[src/rtl/exc_ctrl.sv]
// exc_ctrl - exception request controller ahead of the pipeline exception unit.
//
// Collects the invalid-opcode fault and NIRQ external interrupt lines into a
// pending register, picks one by fixed priority (invop, then IRQ0, IRQ1, ...),
// and runs the Exc / ExcAck / ERet handshake with the exception unit.
// Only one exception is in service at a time.
//
// Ports:
//   clk          system clock, rising edge
//   reset        asynchronous active-low reset
//   exc_invop    one-cycle invalid-opcode pulse from decode
//   irq_req      level interrupt requests, rising edges are captured
//   irq_en       global IRQ enable (does not gate exc_invop)
//   ExcAck       exception unit has fetched the vector
//   ERet         ERET executing in EX
//   Exc          exception request to the exception unit
//   EStatus      cause code: 1 = invop, 2+i = IRQ i
//   irq_ack      one-hot one-cycle pulse when IRQ i is selected
//   busy         high whenever the FSM is not IDLE
//   exc_timeout  sticky ack-timeout flag
//
// Optional feature macro: EXC_TIMEOUT_EN
//   Defined   : SIGNAL is abandoned after TIMEOUT cycles without ExcAck and
//               exc_timeout is set until reset.
//   Undefined : no counter, exc_timeout tied low, SIGNAL waits indefinitely.

module exc_ctrl #(
  parameter int NIRQ    = 4,
  parameter int TIMEOUT = 16
) (
  input  logic            clk,
  input  logic            reset,
  input  logic            exc_invop,
  input  logic [NIRQ-1:0] irq_req,
  input  logic            irq_en,
  input  logic            ExcAck,
  input  logic            ERet,
  output logic            Exc,
  output logic [3:0]      EStatus,
  output logic [NIRQ-1:0] irq_ack,
  output logic            busy,
  output logic            exc_timeout
);

  typedef enum logic [1:0] {
    ST_IDLE    = 2'd0,
    ST_SIGNAL  = 2'd1,
    ST_HANDLER = 2'd2,
    ST_RETURN  = 2'd3
  } state_t;

  // An out-of-range configuration never raises an exception.
  localparam bit CFG_OK = (NIRQ >= 1) && (NIRQ <= 12) && (TIMEOUT >= 1);
  localparam logic [NIRQ:0] ONE_V = {{NIRQ{1'b0}}, 1'b1};

  // Isolate the lowest set bit: lowest index has highest priority.
  function automatic logic [NIRQ:0] pick_lowest(input logic [NIRQ:0] v);
    return v & (~v + ONE_V);
  endfunction

  state_t          state_r, state_nxt_s;
  logic [NIRQ:0]   pending_r, pending_nxt_s;
  logic [NIRQ-1:0] irq_q_r;
  logic [NIRQ-1:0] rise_s;
  logic [NIRQ:0]   set_s, clr_s, elig_s, sel_s;
  logic [3:0]      sel_code_s;
  logic            any_s;
  logic            exc_r, exc_nxt_s;
  logic [3:0]      estatus_r, estatus_nxt_s;
  logic [NIRQ-1:0] irq_ack_r, irq_ack_nxt_s;
  logic            busy_r, busy_nxt_s;

`ifdef EXC_TIMEOUT_EN
  localparam int CNT_W = $clog2(TIMEOUT + 1);
  localparam logic [CNT_W-1:0] CNT_LAST = CNT_W'(TIMEOUT - 1);
  localparam logic [CNT_W-1:0] CNT_ONE  = CNT_W'(1);
  logic [CNT_W-1:0] cnt_r, cnt_nxt_s;
  logic             tmo_r, tmo_nxt_s;
`endif

  // Capture: set wins over clear of the same bit in the same cycle.
  assign rise_s        = irq_req & ~irq_q_r;
  assign set_s         = {rise_s, exc_invop};
  assign pending_nxt_s = (pending_r & ~clr_s) | set_s;
  // Masked IRQs stay pending; only the invop bit ignores irq_en.
  assign elig_s        = pending_r & {{NIRQ{irq_en}}, 1'b1};
  assign sel_s         = pick_lowest(elig_s);
  assign any_s         = CFG_OK & (|elig_s);

  // Encode the selected one-hot bit b into cause code b+1.
  always_comb begin
    sel_code_s = 4'h0;
    for (int b = 0; b <= NIRQ; b++) begin
      sel_code_s = sel_code_s | (sel_s[b] ? 4'(b + 1) : 4'h0);
    end
  end

  // Next-state and next-output logic of the handshake FSM.
  always_comb begin
    state_nxt_s   = state_r;
    exc_nxt_s     = exc_r;
    estatus_nxt_s = estatus_r;
    irq_ack_nxt_s = '0;
    clr_s         = '0;
`ifdef EXC_TIMEOUT_EN
    cnt_nxt_s     = cnt_r;
    tmo_nxt_s     = tmo_r;
`endif
    case (state_r)
      ST_IDLE: begin
        if (any_s) begin
          estatus_nxt_s = sel_code_s;
          clr_s         = sel_s;
          exc_nxt_s     = 1'b1;
          irq_ack_nxt_s = sel_s[NIRQ:1];
          state_nxt_s   = ST_SIGNAL;
`ifdef EXC_TIMEOUT_EN
          cnt_nxt_s     = '0;
`endif
        end else begin
          exc_nxt_s = 1'b0;
        end
      end
      ST_SIGNAL: begin
        // ExcAck wins over a timeout expiring in the same cycle.
        if (ExcAck) begin
          exc_nxt_s   = 1'b0;
          state_nxt_s = ST_HANDLER;
        end
`ifdef EXC_TIMEOUT_EN
        else if (cnt_r == CNT_LAST) begin
          exc_nxt_s     = 1'b0;
          estatus_nxt_s = 4'h0;
          tmo_nxt_s     = 1'b1;
          state_nxt_s   = ST_IDLE;
        end else begin
          cnt_nxt_s = cnt_r + CNT_ONE;
        end
`else
        else begin
          exc_nxt_s = 1'b1;
        end
`endif
      end
      ST_HANDLER: begin
        exc_nxt_s = 1'b0;
        if (ERet) begin
          state_nxt_s = ST_RETURN;
        end else begin
          state_nxt_s = ST_HANDLER;
        end
      end
      ST_RETURN: begin
        exc_nxt_s     = 1'b0;
        estatus_nxt_s = 4'h0;
        state_nxt_s   = ST_IDLE;
      end
      default: begin
        exc_nxt_s     = 1'b0;
        estatus_nxt_s = 4'h0;
        state_nxt_s   = ST_IDLE;
      end
    endcase
  end

  assign busy_nxt_s = (state_nxt_s != ST_IDLE);

  // FSM state and registered outputs.
  always_ff @(posedge clk or negedge reset) begin
    if (!reset) begin
      state_r   <= ST_IDLE;
      exc_r     <= 1'b0;
      estatus_r <= 4'h0;
      irq_ack_r <= '0;
      busy_r    <= 1'b0;
    end else begin
      state_r   <= state_nxt_s;
      exc_r     <= exc_nxt_s;
      estatus_r <= estatus_nxt_s;
      irq_ack_r <= irq_ack_nxt_s;
      busy_r    <= busy_nxt_s;
    end
  end

  // Request capture: edge detector history and pending register.
  always_ff @(posedge clk or negedge reset) begin
    if (!reset) begin
      irq_q_r   <= '0;
      pending_r <= '0;
    end else begin
      irq_q_r   <= irq_req;
      pending_r <= pending_nxt_s;
    end
  end

`ifdef EXC_TIMEOUT_EN
  // Ack-timeout counter and sticky flag.
  always_ff @(posedge clk or negedge reset) begin
    if (!reset) begin
      cnt_r <= '0;
      tmo_r <= 1'b0;
    end else begin
      cnt_r <= cnt_nxt_s;
      tmo_r <= tmo_nxt_s;
    end
  end
  assign exc_timeout = tmo_r;
`else
  assign exc_timeout = 1'b0;
`endif

  assign Exc     = exc_r;
  assign EStatus = estatus_r;
  assign irq_ack = irq_ack_r;
  assign busy    = busy_r;

endmodule
[config.mk]
export PLATFORM = sky130hd
export DESIGN_NAME = exc_ctrl
export DESIGN_NICKNAME = d
export VERILOG_FILES = /design/src/rtl/exc_ctrl.sv
export SDC_FILE = /design/constraint.sdc
export NUM_CORES = 1
export LEC_CHECK = 0
export CORE_ASPECT_RATIO = 1.2
export CORE_UTILIZATION = 30
export CTS_BUF_LIST = sky130_fd_sc_hd__clkbuf_8
export DETAILED_ROUTE_END_ITERATION = 16
export SKIP_LAST_GASP = 1
export SYNTH_ARGS = -nofsm -noshare
export SYNTH_HDL_FRONTEND = slang
export SYNTH_SLANG_ARGS = --single-unit
export TNS_END_PERCENT = 20
[constraint.sdc]
create_clock -name clk -period 1.5 [get_ports clk]
set_input_delay 0.45 -clock clk [delete_from_list [all_inputs] [get_ports clk]]
set_output_delay 0.45 -clock clk [all_outputs]
set_load 0.005 [all_outputs]
# Word-level counts from Yosys, hierarchy flattened
# Cells that the tools add are included.
# classes
n_addsub,1
mul,0
div_mod_pow,0
magnitude_cmp,0
n_eq_ne,4
shift,0
mux,18
bitwise,12
reduce_logical,6
# ops
operator,count
5-bit AND,3
4-bit 2-to-1 mux,3
5-bit 2-to-1 mux,2
5-bit NOT,2
2-bit 2-to-1 mux,4
2-bit one-hot mux with 4 select lines,1
4-bit one-hot mux with 2 select lines,1
3-bit 2-to-1 mux,2
"5-bit by 1-bit adder with 5-bit output, second input constant",1
5-bit OR,1
5-bit OR reduction,1
4-bit AND,1
"2-bit == test, second input constant",2
1-bit 2-to-1 mux,4
4-bit NOT,1
2-bit nonzero test,2
2-bit by 3-bit OR with 3-bit output,1
3-bit OR,1
1-bit one-hot mux with 3 select lines,1
"2-bit by 1-bit == test with 1-bit output, second input constant",1
2-bit logical NOT,1
"2-bit != test, second input constant",1
1-bit by 2-bit OR with 2-bit output,1
2-bit OR,1
other kinds (2),2
# word_totals
regBits,21
latch_bits,0
ram_bits,0
rom_bits,0
input_bits,10
output_inout_bits,11
mem_count,0

# Depth between registers and ports, before layout
# Gate-level depths: netlist of the first run.
# logic_depth
word_depth,11
mapped_depth,4
depth_no_buf,3

# Worst setup path after synthesis of the first run
# OpenSTA, ideal clock, no wires.
# synth_path
path_kind,register to register
start,reg pending_r[1]
end,reg estatus_r[0] (netlist: EStatus[0])
setup_time_ns,0.126
arrival_time_ns,1.373
slack_ns,0.001
path_stages_with_launch,5
path_buffers,1
synth_period_minus_slack_ns,1.499
path_cell_list,dfrtp_1 -> buf_6 -> or4_2 -> a32oi_1 -> a2bb2oi_1
# synth_via
elab_chain_cells,10
word_cells_on_any_way,14
# synth_lines
element,line,rtl
from (decl),62,"logic [NIRQ:0] pending_r, pending_nxt_s;"
from (signal assigned),192,pending_r <= pending_nxt_s;
5-bit AND *,86,"assign elig_s = pending_r & {{NIRQ{irq_en}}, 1'b1};"
5-bit NOT,58,return v & (~v + ONE_V);
5-bit by 1-bit adder with 5-bit output,58,
5-bit AND,58,
2-bit 2-to-1 mux,94,sel_code_s = sel_code_s | (sel_s[b] ? 4'(b + 1) : 4'h0);
2-bit OR,94,
2-bit by 3-bit OR with 3-bit output,94,
3-bit OR,94,
4-bit 2-to-1 mux,111,if (any_s) begin
4-bit one-hot mux with 2 select lines,109,case (state_r)
to (signal assigned),179,estatus_r <= estatus_nxt_s;
to (decl),69,"logic [3:0] estatus_r, estatus_nxt_s;"
# Every way passes the cells marked *; elsewhere a longest branch is shown, timed or not. The select of a mux whose other input is x is not followed.
# A chain may end at the register's enable or synchronous reset.

# Worst setup path in the final report of the first run
# layout_path
start,reg pending_r[4]
end,reg state_r[0]
# layout_via
elab_chain_cells,4
# layout_lines
element,line,rtl
5-bit AND,86,
5-bit OR reduction,88,assign any_s = CFG_OK & (|elig_s);
2-bit 2-to-1 mux,111,
2-bit one-hot mux with 4 select lines,109,
named net state_nxt_s[0],61,"state_t state_r, state_nxt_s;"
to (signal assigned),177,state_r <= state_nxt_s;
to (decl),61,
# The timed path passes the listed nets, and every way through them passes these cells.

==> results, run 1 <==
- The run finished, with violations left.
- The checks that failed: negative setup slack.
- Of the synthesized area, sequential elements account for 0.581.
- The mean number of vias per cell is 4.85.
- The deepest clock path buffer count is 2.
- The synthesized cell area is 861 um^2.
- Leaving out fill and tap cells, the most frequent cell in the layout is sky130_fd_sc_hd__dfrtp_1.
- The required time reported for the critical path endpoint is 1640 ps.
- Timing would allow up to 643 MHz.
- The signal on the critical path passes through o41a_1 -> o311a_1 -> a31o_1.
- The area fraction of the dominant cell type after synthesis is 0.581.
- The time the worst path needs with I/O delays and setup is 1560 ps.
- The min-delay analysis places its worst path in the category reg2reg.
- The worst register-to-register path ends at state_r[0]$_DFF_PN0_.
- Entering global routing, the biggest net connects 21 pins.
- The post-route cell area is 1240 um^2.
- In this run the worst path has a maximum fanout of 4.
- In this run the number of H-tree levels came out at 1.
- The worst hold path terminates at pending_r[4]$_DFF_PN0_.
- Across the VDD grid, the largest voltage drop is 0.000928 V.
- TritonCTS built the clock tree.
- The analysis attributes to cell leakage a power of 0.564 nW.
- The half-perimeter wire length of the detailed placement result is 1.19 mm.
- Setup total negative slack on the finished layout was measured at -208 ps.
- In the layout the commonest cells are sky130_fd_sc_hd__dfrtp_1, sky130_fd_sc_hd__buf_4, sky130_fd_sc_hd__clkdlybuf4s50_1, sky130_fd_sc_hd__inv_1, sky130_fd_sc_hd__o21ai_0.
- The cell count after placement is 134.
- In this run the register-to-register setup slack is -60 ps.
- The overall die area is 3090 um^2.
- The count of cells in the finished layout, fillers not included, comes to 143.
- For this block, the initial DRC count from the detailed router was 22.
- Clock tree synthesis inserted a total of 3 buffers.
- The via count of the first global-routing pass is 615.
- The initial antenna violation count is 0.
- The number of placed I/O pins is 21.
- The total chip power is 1.86 mW.
- Sorting the synthesized cells by area gives the leading types as sky130_fd_sc_hd__dfrtp_1, sky130_fd_sc_hd__o21ai_0, sky130_fd_sc_hd__inv_1.
- Summed over all nets, the switching power comes to 528 uW.
- Clock tree synthesis found a total of 20 sinks.
- The die is 50.9 um wide.
- The count of filler cells inserted in the layout is 250.
- The overall global routing resource usage is 0.128.
- The root buffer selected by CTS is sky130_fd_sc_hd__clkbuf_8.
- The post-route fraction of the period consumed by the critical path is 1.04.
- The worst endpoint data arrival time is 1700 ps.
- The number of antenna diodes is 0.
- The hold-critical path depth is 1.
- In this run the power density over the cells is 1500 nW/um^2.
- For this block, the routed nets add up to 1.72 mm of wire.
- Of the cells placed in the final design, the portion with a size suffix greater than 1 is 0.255.
- The final worst-path setup slack is -55.7 ps.
- Synthesis instantiated 32 different standard cells from the library.
- The leading area contributor after synthesis is sky130_fd_sc_hd__dfrtp_1.
- Setup repair after global routing could not meet its margin everywhere.
- The critical-path cell with the highest stage delay is sky130_fd_sc_hd__o41a_1.
- The number of max-capacitance violations reported is 0.
- The warning count from the yosys run is 0.
- Compared with the post-synthesis result, the final layout area differs by 44.2%.
- STA classifies the critical path endpoint as a register.
- The post-layout net count is 121.
- OpenSTA, run right after detailed placement, puts the worst setup slack at -475 ps.
- Routability-driven placement finished with a final weighted congestion of 0.738.
- The number of design rule violations left after detail routing is 0.
- The number of detailed-routing iterations run before antenna repair is 5.
- The remaining number of nets flagged by the antenna check after routing is 0.
- For this block, the via count after detailed routing is 694.
- The worst reg2reg path startpoint is pending_r[4]$_DFF_PN0_.
- In this run the vertical extent of the chip is 60.7 um.
- The core area is 2630 um^2.
- The internal power consumption is 1.33 mW.
- The synthesized flop and latch total is 20.
- The clock arrives with 3.14 ps of skew.
- The post-route worst hold slack is 412 ps.
- The first global-routing pass estimated 2.79 mm of wire.
- The register share of total power is 0.376.
- The max-slew violation count is 0.
- The cell count after synthesis came out at 76.
- The worst reg2reg path depth is 3.
- The portion of total power attributed to combinational logic is 0.336.
- The later pin in the worst-skew pair is clocked with a latency of 260 ps.
- The share of total power dissipated in the clock network is 0.287.
- Setup violations remaining at the end of the flow were counted as 8.
- The placed instances occupy a cell area of 1130 um^2.
- The worst hold path begins at irq_q_r[3]$_DFF_PN0_.
- In this run the mean area of a mapped cell was 11.3 um^2.
- The sort of element at the start of the critical path is a register.
- The clock slew seen by the registers of the worst setup and hold paths is 70 ps.
- The maximum single-stage delay on the critical path is 480 ps.
- Row generation in the floorplan step produced 20 rows.
- The path type of the worst setup path is reg2reg.
- The net switching share of the total power is 0.284.
- The initial utilization of the core area, before any placement, comes to 0.328.
- During placement, the flow inserted port buffers numbering 18.
- Once layout is complete, the utilization of the core stands at 0.472.
- Dividing the detail-routed wire length by the instance count gives 12.1 um.
- The final number of hold-violating endpoints was 0.
- The sum of overflow across all layers after global routing is 0.
-- layer usage --
layer	GRT usage	vias up	routed length, um
li1	-	338	-
met2	0.203	28	844
met5	0	-	0
met4	0.0952	0	38
met3	0.0226	4	82
met1	0.156	324	759
-- state kept, by name (all words and copies together), names as in the netlist --
signal	cells
irq_ack	4
irq_q_r	4
Exc	1
EStatus	3
pending_r	5
busy	1
state_r	2
-- critical path: cells and delay by family, from the launching register on --
kind	cells	cell delay, ps
AO/OA/AOI/OAI	3	1040
flip-flops	1	410
-- cells in the mapped netlist --
library cell	n
sky130_fd_sc_hd__a21boi_0	1
sky130_fd_sc_hd__a21o_1	1
sky130_fd_sc_hd__a21oi_1	3
sky130_fd_sc_hd__a22o_1	1
sky130_fd_sc_hd__a2bb2oi_1	1
sky130_fd_sc_hd__a31o_1	1
sky130_fd_sc_hd__a31oi_1	2
sky130_fd_sc_hd__a32oi_1	1
sky130_fd_sc_hd__and2_2	1
sky130_fd_sc_hd__and3_1	1
sky130_fd_sc_hd__buf_2	2
sky130_fd_sc_hd__buf_4	2
sky130_fd_sc_hd__buf_6	2
sky130_fd_sc_hd__conb_1	1
sky130_fd_sc_hd__dfrtp_1	20
sky130_fd_sc_hd__inv_1	7
sky130_fd_sc_hd__mux2i_1	1
sky130_fd_sc_hd__nand2_1	4
sky130_fd_sc_hd__nor2_1	3
sky130_fd_sc_hd__nor2b_1	1
sky130_fd_sc_hd__nor3_1	2
sky130_fd_sc_hd__nor3b_1	1
sky130_fd_sc_hd__nor4b_1	1
sky130_fd_sc_hd__o21ai_0	6
sky130_fd_sc_hd__o311a_1	1
sky130_fd_sc_hd__o41a_1	1
sky130_fd_sc_hd__o41ai_1	2
sky130_fd_sc_hd__or2_2	2
sky130_fd_sc_hd__or3b_1	1
sky130_fd_sc_hd__or4_2	1
sky130_fd_sc_hd__or4b_2	1
sky130_fd_sc_hd__or4b_4	1
-- worst max-delay path by stage --
stage	startpoint	endpoint	slack [ps]	cells past startpoint
6_report	pending_r[4]$_DFF_PN0_	state_r[0]$_DFF_PN0_	-60	3
3_5_place_dp	irq_en	pending_r[4]$_DFF_PN0_	-480	4
2_1_floorplan	pending_r[1]$_DFF_PN0_	EStatus[0]$_DFFE_PN0P_	1	4
5_1_grt	EStatus[2]$_DFFE_PN0P_	EStatus[2]	-90	1
3_3_place_gp	irq_en	pending_r[4]$_DFF_PN0_	-400	4
4_1_cts	EStatus[2]$_DFFE_PN0P_	EStatus[2]	-60	1
-- cell families (layout without fill, tap and decap cells) --
| kind of cell | after synthesis | after routing | synth area share |
|---|---|---|---|
| AOI/OAI and AO/OA | 21 | 21 | 0.170 |
| buffers and inverters | 13 | 46 | 0.0858 |
| DFF | 20 | 20 | 0.581 |
| muxes | 1 | 1 | 0.0116 |
| other | 1 | 2 | 0.00436 |
| and+or+nand+nor | 20 | 20 | 0.147 |
-- power by group through the flow --
stage	clock, mW	combinational [mW]	sequential, mW
floorplan	0	0.353	0.698
global placement	0	0.581	0.718
detailed placement	0	0.577	0.716
CTS	0.538	0.620	0.698
global route	0.561	0.686	0.714
finish	0.534	0.625	0.699
-- repair_timing --
action / CTS / global route
gates resized for setup: 5 / 0
setup buffers: 4 / 1
pin swaps: 2 / 1
hold buffers: 0 / 0
setup endpoints to repair: 20 / 17
endpoints found under the hold margin: 0 / 0
-- cell type report --
cell class | count | area, um^2 | area share
Multi-Input combinational cell | 44 | 298 | 0.240
Clock inverter | 1 | 30.0 | 0.0242
Timing Repair Buffer | 35 | 304 | 0.245
Inverter | 7 | 26.3 | 0.0212
Clock buffer | 3 | 41.3 | 0.0333
Tap cell | 33 | 41.3 | 0.0333
Sequential cell | 20 | 500 | 0.403
No activity file was read; power rests on OpenSTA's default activity.
==> run 2: changes to the inputs <==
--- a/config.mk
+++ b/config.mk
@@ -9,6 +9,7 @@
 export CORE_UTILIZATION = 30
 export CTS_BUF_LIST = sky130_fd_sc_hd__clkbuf_8
 export DETAILED_ROUTE_END_ITERATION = 16
+export REMOVE_ABC_BUFFERS = 1
 export SKIP_LAST_GASP = 1
 export SYNTH_ARGS = -nofsm -noshare
 export SYNTH_HDL_FRONTEND = slang
==> results, run 2 (synthesis gave the netlist of run 1 again) <==
- The clock slew seen by the registers of the worst setup and hold paths is 70 ps (about the same).
- Traced cell by cell, the critical path runs through clkdlybuf4s50_1.
- The number of flip-flops under the largest register name is 5 (unchanged).
- The overall die area is 3090 um^2 (unchanged).
- The overall global routing resource usage is 0.125 (-0.00214).
- The top cell types in the final layout, fill and taps aside, are sky130_fd_sc_hd__dfrtp_1, sky130_fd_sc_hd__clkdlybuf4s50_1, sky130_fd_sc_hd__buf_4, sky130_fd_sc_hd__inv_1, sky130_fd_sc_hd__o21ai_0.
- The final setup violation count is 8 (unchanged).
- The sum of overflow across all layers after global routing was 0 (unchanged).
- The largest driver fanout on the critical path is 2 (-2).
- The fraction of final layout cells sized beyond drive strength 1 was 0.250 (-0.00455).
- The mean number of vias per cell was 4.84 (-0.19%).
- The wire length of the first global-routing pass is 2.86 mm (+2.5%).
- The number of placement rows is 20 (unchanged).
- The number of antenna diodes was 0 (unchanged).
- The number of design rule violations left after detail routing is 0 (unchanged).
- The minimum setup slack among reg-to-reg paths is -30 ps (+30 ps).
- The area growth from synthesis to layout is 43.6%.
- The critical-path cell with the highest stage delay is sky130_fd_sc_hd__clkdlybuf4s50_1.
- The via total after detailed routing is 683 (-1.6%).
- The worst reg2reg path depth is 3 (unchanged).
- The area after detailed placement is 1140 um^2 (+0.67%).
- The flow ran to the end, but the final reports show violations.
- The root buffer selected by CTS is sky130_fd_sc_hd__clkbuf_8.
- The number of detailed-routing iterations run before antenna repair is 4 (-1).
- The register with the most flip-flops in the final layout is pending_r.
- The post-route cell area is 1240 um^2 (-0.40%).
- The number of buffers inserted by port buffering came to 18 (unchanged).
- The TritonCTS clock tree is done.
- The worst setup path is of the reg2out kind.
- The chip width is 50.9 um (unchanged).
- The time the worst path needs with I/O delays and setup is 1540 ps (-19.4 ps).
- The post-layout net count is 119 (-1.7%).
- The number of violations reported at the end of detailed-routing iteration 0 was 16 (-27%).
- The critical path depth is 1 (-2).
- The initial standard-cell utilization of the core was 0.328 (unchanged).
- The final clock skew is 4.12 ps (+0.982 ps).
- The via count of the first global-routing pass is 651 (+5.9%).
- The post-detailed-route wirelength per cell was 11.4 um (-5.2%).
- The number of hold-repair buffers added at the cts stage was 0 (unchanged).
- The required time reported for the critical path endpoint came to 1050 ps (-590 ps).
- The number of placed I/O pins was 21 (unchanged).
- The capturing element type of the critical path is a primary output.
- The most critical setup path has its endpoint at EStatus[2].
- The final worst-path setup slack came to -36.3 ps (+19.4 ps).
- The later-pin clock latency in the skew report is 250 ps (about the same).
- The capture instance of the worst register-to-register path is state_r[0]$_DFF_PN0_.
- The weighted congestion reported at the end of routability-driven placement is 0.856 (+16%).
- Grouping stages by cell kind, the critical path spends the most delay in buffers and inverters.
- The remaining number of nets flagged by the antenna check after routing is 0 (unchanged).
- The number of sinks handled by clock tree synthesis was 20 (unchanged).
- The power density of the placed cells is 1490 nW/um^2 (-0.57%).
- The final number of hold-violating endpoints came to 0 (unchanged).
- The worst register-to-register path begins at pending_r[1]$_DFF_PN0_.
- The worst min-delay path category is reg2reg.
- The final reports fail on negative setup slack.
- The maximum single-stage delay on the critical path was 490 ps (about the same).
- The initial antenna violation count is 0 (unchanged).
- The core area is 2630 um^2 (unchanged).
- The maximum number of pins on one net before global-route repair came to 21 (unchanged).
- The static power due to leakage is 0.559 nW (-0.81%).
- The sort of element at the start of the critical path is a register.
- The post-route worst hold slack is 416 ps (+4.65 ps).
- The maximum clock frequency came to 651 MHz (+1.3%).
- The worst supply voltage drop on vdd came to 0.000577 V (-38%).
- Setup repair after global routing could not meet its margin everywhere.
- The number of max-capacitance violations reported is 0 (unchanged).
- The total number of H-tree levels is 1 (unchanged).
- The deepest clock path buffer count came to 2 (unchanged).
- The post-route fraction of the period consumed by the critical path is 1.02 (-0.0129).
- The number of clock buffers inserted by TritonCTS came to 3 (unchanged).
- The max-slew violation count is 0 (unchanged).
- Tracing the worst setup path back leads to its startpoint at EStatus[2]$_DFFE_PN0P_.
- The worst endpoint data arrival time is 1090 ps (-610 ps).
- The half-perimeter wire length of the detailed placement result is 1.23 mm (+3.7%).
- The critical path buffer and inverter count was 1 (+1).
- The most common library cell in the layout ignoring fill and taps is sky130_fd_sc_hd__dfrtp_1.
- The wire length after detailed routing is 1.61 mm (-6.5%).
- The floorplan die height is 60.7 um (unchanged).
run 2: report_power, final:
part / internal (mW) / switching (mW)
clock network: 0.356 / 0.171
logic: 0.327 / 0.278
registers: 0.643 / 0.0667
run 2: worst min-delay path by stage:
stage                              to                  from  cells past startpoint  slack [ps]
2_1_floorplan  EStatus[0]$_DFFE_PN0P_                 reset                      0         150
3_3_place_gp   pending_r[1]$_DFF_PN0_  irq_q_r[0]$_DFF_PN0_                      1         400
3_5_place_dp   pending_r[4]$_DFF_PN0_  irq_q_r[3]$_DFF_PN0_                      1         410
4_1_cts        pending_r[4]$_DFF_PN0_  irq_q_r[3]$_DFF_PN0_                      1         420
5_1_grt        pending_r[2]$_DFF_PN0_  irq_q_r[1]$_DFF_PN0_                      1         460
6_report       pending_r[4]$_DFF_PN0_  irq_q_r[3]$_DFF_PN0_                      1         420
run 2: final cells by class:
| cell class | count | area (um^2) |
|---|---|---|
| clock buffer | 3 | 41.3 |
| tap | 33 | 41.3 |
| sequential | 20 | 500 |
| clock inverter | 1 | 30.0 |
| fill | 259 | 1390 |
| inverter | 7 | 26.3 |
| multi-input combinational | 44 | 304 |
| timing repair buffer | 33 | 293 |
run 2: metal layers:
metal	wire, um	vias to the layer above	GRT usage	share of wire
met1	747	328	0.152	0.46
met2	785	16	0.211	0.49
met4	17	0	0.0595	0.011
met5	0	-	0	0
met3	62	4	0.0301	0.038
li1	-	335	-	-
run 2: timing repair:
item / 4_1_cts / 5_1_grt
resized for setup: 3 / 2
buffers inserted: 1 / 1
endpoints found under the setup margin: 20 / 14
run 2: through the flow:
step | power [mW] | cells | TNS, ps | worst slack (ps) | util
after detailed placement | 1.30 | 135 | -4330 | -511 | 0.432
after global placement | 1.29 | 135 | -4450 | -445 | 0.432
final | 1.84 | 141 | -162 | -36.3 | 0.470
after floorplan | 0.981 | 71 | 0 | 34.2 | -
after CTS | 1.84 | 140 | -386 | -103 | 0.464
after global routing | 1.96 | 141 | -662 | -90.9 | 0.470
==> run 3: changes to the inputs <==
--- a/config.mk
+++ b/config.mk
@@ -6,8 +6,10 @@
 export NUM_CORES = 1
 export LEC_CHECK = 0
 export CORE_ASPECT_RATIO = 1.2
+export CORE_MARGIN = 2
 export CORE_UTILIZATION = 30
 export CTS_BUF_LIST = sky130_fd_sc_hd__clkbuf_8
+export CTS_CLUSTER_DIAMETER = 30
 export DETAILED_ROUTE_END_ITERATION = 16
 export REMOVE_ABC_BUFFERS = 1
 export SKIP_LAST_GASP = 1
==> results, run 3 (synthesis gave the netlist of run 1 again) <==
- The fraction of final layout cells sized beyond drive strength 1 is 0.226 (-0.0236).
- The initial standard-cell utilization of the core came to 0.312 (-0.0156).
- The number of antenna diodes is 0 (unchanged).
- The via total after detailed routing is 660 (-3.4%).
- The number of placed I/O pins is 21 (unchanged).
- The launch instance of the worst min-delay path is irq_q_r[3]$_DFF_PN0_.
- The overall die area was 3320 um^2 (+7.4%).
- Walking the worst path, the cells encountered are o41a_1 -> o311a_1 -> a31o_1.
- The wire length after detailed routing is 1.72 mm (+6.6%).
- The path type of the worst setup path is reg2reg.
- The weighted congestion reported at the end of routability-driven placement is 0.808 (-5.7%).
- The TritonCTS clock tree is done.
- The via count of the first global-routing pass was 671 (+3.1%).
- The overall global routing resource usage is 0.121 (-0.00493).
- The tree is rooted in a sky130_fd_sc_hd__clkbuf_8.
- The static power due to leakage is 0.577 nW (+3.1%).
- The tightest min-delay check is of the reg2reg type.
- The number of violations reported at the end of detailed-routing iteration 0 is 29 (+13).
- The portion of total power attributed to combinational logic was 0.329 (about the same).
- The wire length of the first global-routing pass came to 2.91 mm (+1.9%).
- The number of clock buffers inserted by TritonCTS is 3 (unchanged).
- The total chip power is 1.85 mW (+0.78%).
- Setup repair after global routing could not meet its margin everywhere.
- The maximum single-stage delay on the critical path is 480 ps (about the same).
- The time the worst path needs with I/O delays and setup is 1540 ps (+5.88 ps).
- The post-detailed-route wirelength per cell is 12.3 um (+7.3%).
- The sum of overflow across all layers after global routing came to 0 (unchanged).
- The number of sinks handled by clock tree synthesis is 20 (unchanged).
- The number of placement rows is 21 (+5.0%).
- The maximum clock frequency was 648 MHz (-0.38%).
- The number of detailed-routing iterations run before antenna repair is 3 (-1).
- The chip width is 52.9 um (+3.9%).
- The critical-path cell with the highest stage delay is sky130_fd_sc_hd__o41a_1.
- The area after detailed placement was 1120 um^2 (-1.2%).
- The final clock skew is 3.12 ps (-0.999 ps).
- The later-pin clock latency in the skew report came to 260 ps (about the same).
- The maximum number of pins on one net before global-route repair came to 21 (unchanged).
- The post-route fraction of the period consumed by the critical path was 1.03 (+0.00392).
- The internal power consumption is 1.33 mW (+0.27%).
- The library cell used most frequently in the layout, excluding fill and tap cells, is sky130_fd_sc_hd__dfrtp_1.
- The area growth from synthesis to layout is 41.6%.
- The largest driver fanout on the critical path came to 5 (+3).
- The clock share of power was 0.288 (+0.002).
- The power density of the placed cells is 1520 nW/um^2 (+2.2%).
- The number of design rule violations left after detail routing is 0 (unchanged).
- In the layout the commonest cells are sky130_fd_sc_hd__dfrtp_1, sky130_fd_sc_hd__clkdlybuf4s50_1, sky130_fd_sc_hd__buf_4, sky130_fd_sc_hd__inv_1, sky130_fd_sc_hd__o21ai_0.
- The sort of element at the start of the critical path is a register.
- The mean number of vias per cell was 4.71 (-2.7%).
- The start point of the critical path is pending_r[4]$_DFF_PN0_.
- The post-layout net count is 117 (-1.7%).
- The initial antenna violation count was 0 (unchanged).
- The remaining number of nets flagged by the antenna check after routing is 0 (unchanged).
- The cell count after placement was 134 (-0.74%).
- The number of flip-flops under the largest register name is 5 (unchanged).
- The final setup violation count came to 9 (+1).
- The max-slew violation count is 0 (unchanged).
- The number of hold-repair buffers added at the cts stage is 0 (unchanged).
- The flow ran to the end, but the final reports show violations.
- The floorplan die height came to 62.7 um (+3.3%).
- The most flop-heavy register is pending_r.
- The final number of hold-violating endpoints is 0 (unchanged).
- The number of max-capacitance violations reported is 0 (unchanged).
- The core area was 2760 um^2 (+5.0%).
- The worst endpoint data arrival time was 1700 ps (+610 ps).
- STA classifies the critical path endpoint as a register.
- The register share of total power was 0.383 (-0.002).
- The count of filler cells inserted in the layout is 260 (+0.39%).
- The post-route cell area came to 1220 um^2 (-1.4%).
- The non-filler instance count after layout is 140 (-0.71%).
- The total area of multi-input combinational cells came to 298 um^2 (-2.1%).
- The net switching share of the total power is 0.284 (+0.00363).
- The final worst-path setup slack is -42.2 ps (-5.88 ps).
- The power spent charging and discharging nets is 526 uW (+2.1%).
- The critical path buffer and inverter count is 0 (-1).
- The total number of H-tree levels is 1 (unchanged).
- The worst reg2reg path startpoint is pending_r[4]$_DFF_PN0_.
- The total area of sequential cells is 500 um^2 (unchanged).
- On the critical path the largest part of the delay comes from compound AO/OA/AOI/OAI gates.
- The worst supply voltage drop on vdd is 0.000815 V (+41%).
- The required time reported for the critical path endpoint is 1650 ps (+600 ps).
- The final reports fail on negative setup slack.
- The deepest clock path buffer count is 2 (unchanged).
- The half-perimeter wire length of the detailed placement result was 1.24 mm (+0.28%).
- The clock slew seen by the registers of the worst setup and hold paths is 70 ps (about the same).
- The minimum setup slack among reg-to-reg paths came to -40 ps (about the same).
- The number of buffers inserted by port buffering was 18 (unchanged).
==> run 3: what timing repair did <==
item / in CTS / in global routing
buffers inserted: 1 / 1
resized for setup: 4 / 2
setup endpoints to repair: 20 / 13
==> run 3: metrics by stage <==
stage               utilization  hold slack, ps  TNS [ps]  worst slack, ps
floorplan                     -             154         0             34.2
global placement          0.407             403     -4050             -423
detailed placement        0.407             411     -4350             -490
CTS                       0.437             413      -450             -103
global route              0.442             427      -633            -96.0
finish                    0.442             409      -241            -42.2
==> run 3: cell type report <==
class / count / share of cell area
multi-input combinational: 44 / 0.244
timing repair buffer: 31 / 0.230
clock buffer: 3 / 0.0339
sequential: 20 / 0.411
tap: 34 / 0.0349
inverter: 7 / 0.0216
clock inverter: 1 / 0.0246
==> run 3: power by group through the flow <==
stage	clock (mW)	combinational, mW	sequential [mW]
floorplan	0	0.217	0.763
global placement	0	0.576	0.719
detailed placement	0	0.579	0.725
CTS	0.548	0.597	0.710
global route	0.568	0.671	0.721
finish	0.534	0.610	0.710
==> run 3: worst paths after layout <==
| check | endpoint | cells past startpoint |
|---|---|---|
| setup reg to reg | state_r[0]$_DFF_PN0_ | 3 |
| hold / removal | pending_r[4]$_DFF_PN0_ | 1 |
| min in group asynchronous | EStatus[2]$_DFFE_PN0P_ | 2 |
| max in group asynchronous | pending_r[0]$_DFF_PN0_ | 2 |
| setup / recovery | state_r[0]$_DFF_PN0_ | 3 |
| hold reg to reg | pending_r[4]$_DFF_PN0_ | 1 |
==> run 3: layer usage <==
layer / wire (um) / vias up / global-route usage
met1: 761 / 320 / 0.149
met2: 849 / 13 / 0.184
met5: 0 / - / 0
met3: 64 / 5 / 0.0335
met4: 42 / 0 / 0.0673
li1: - / 322 / -
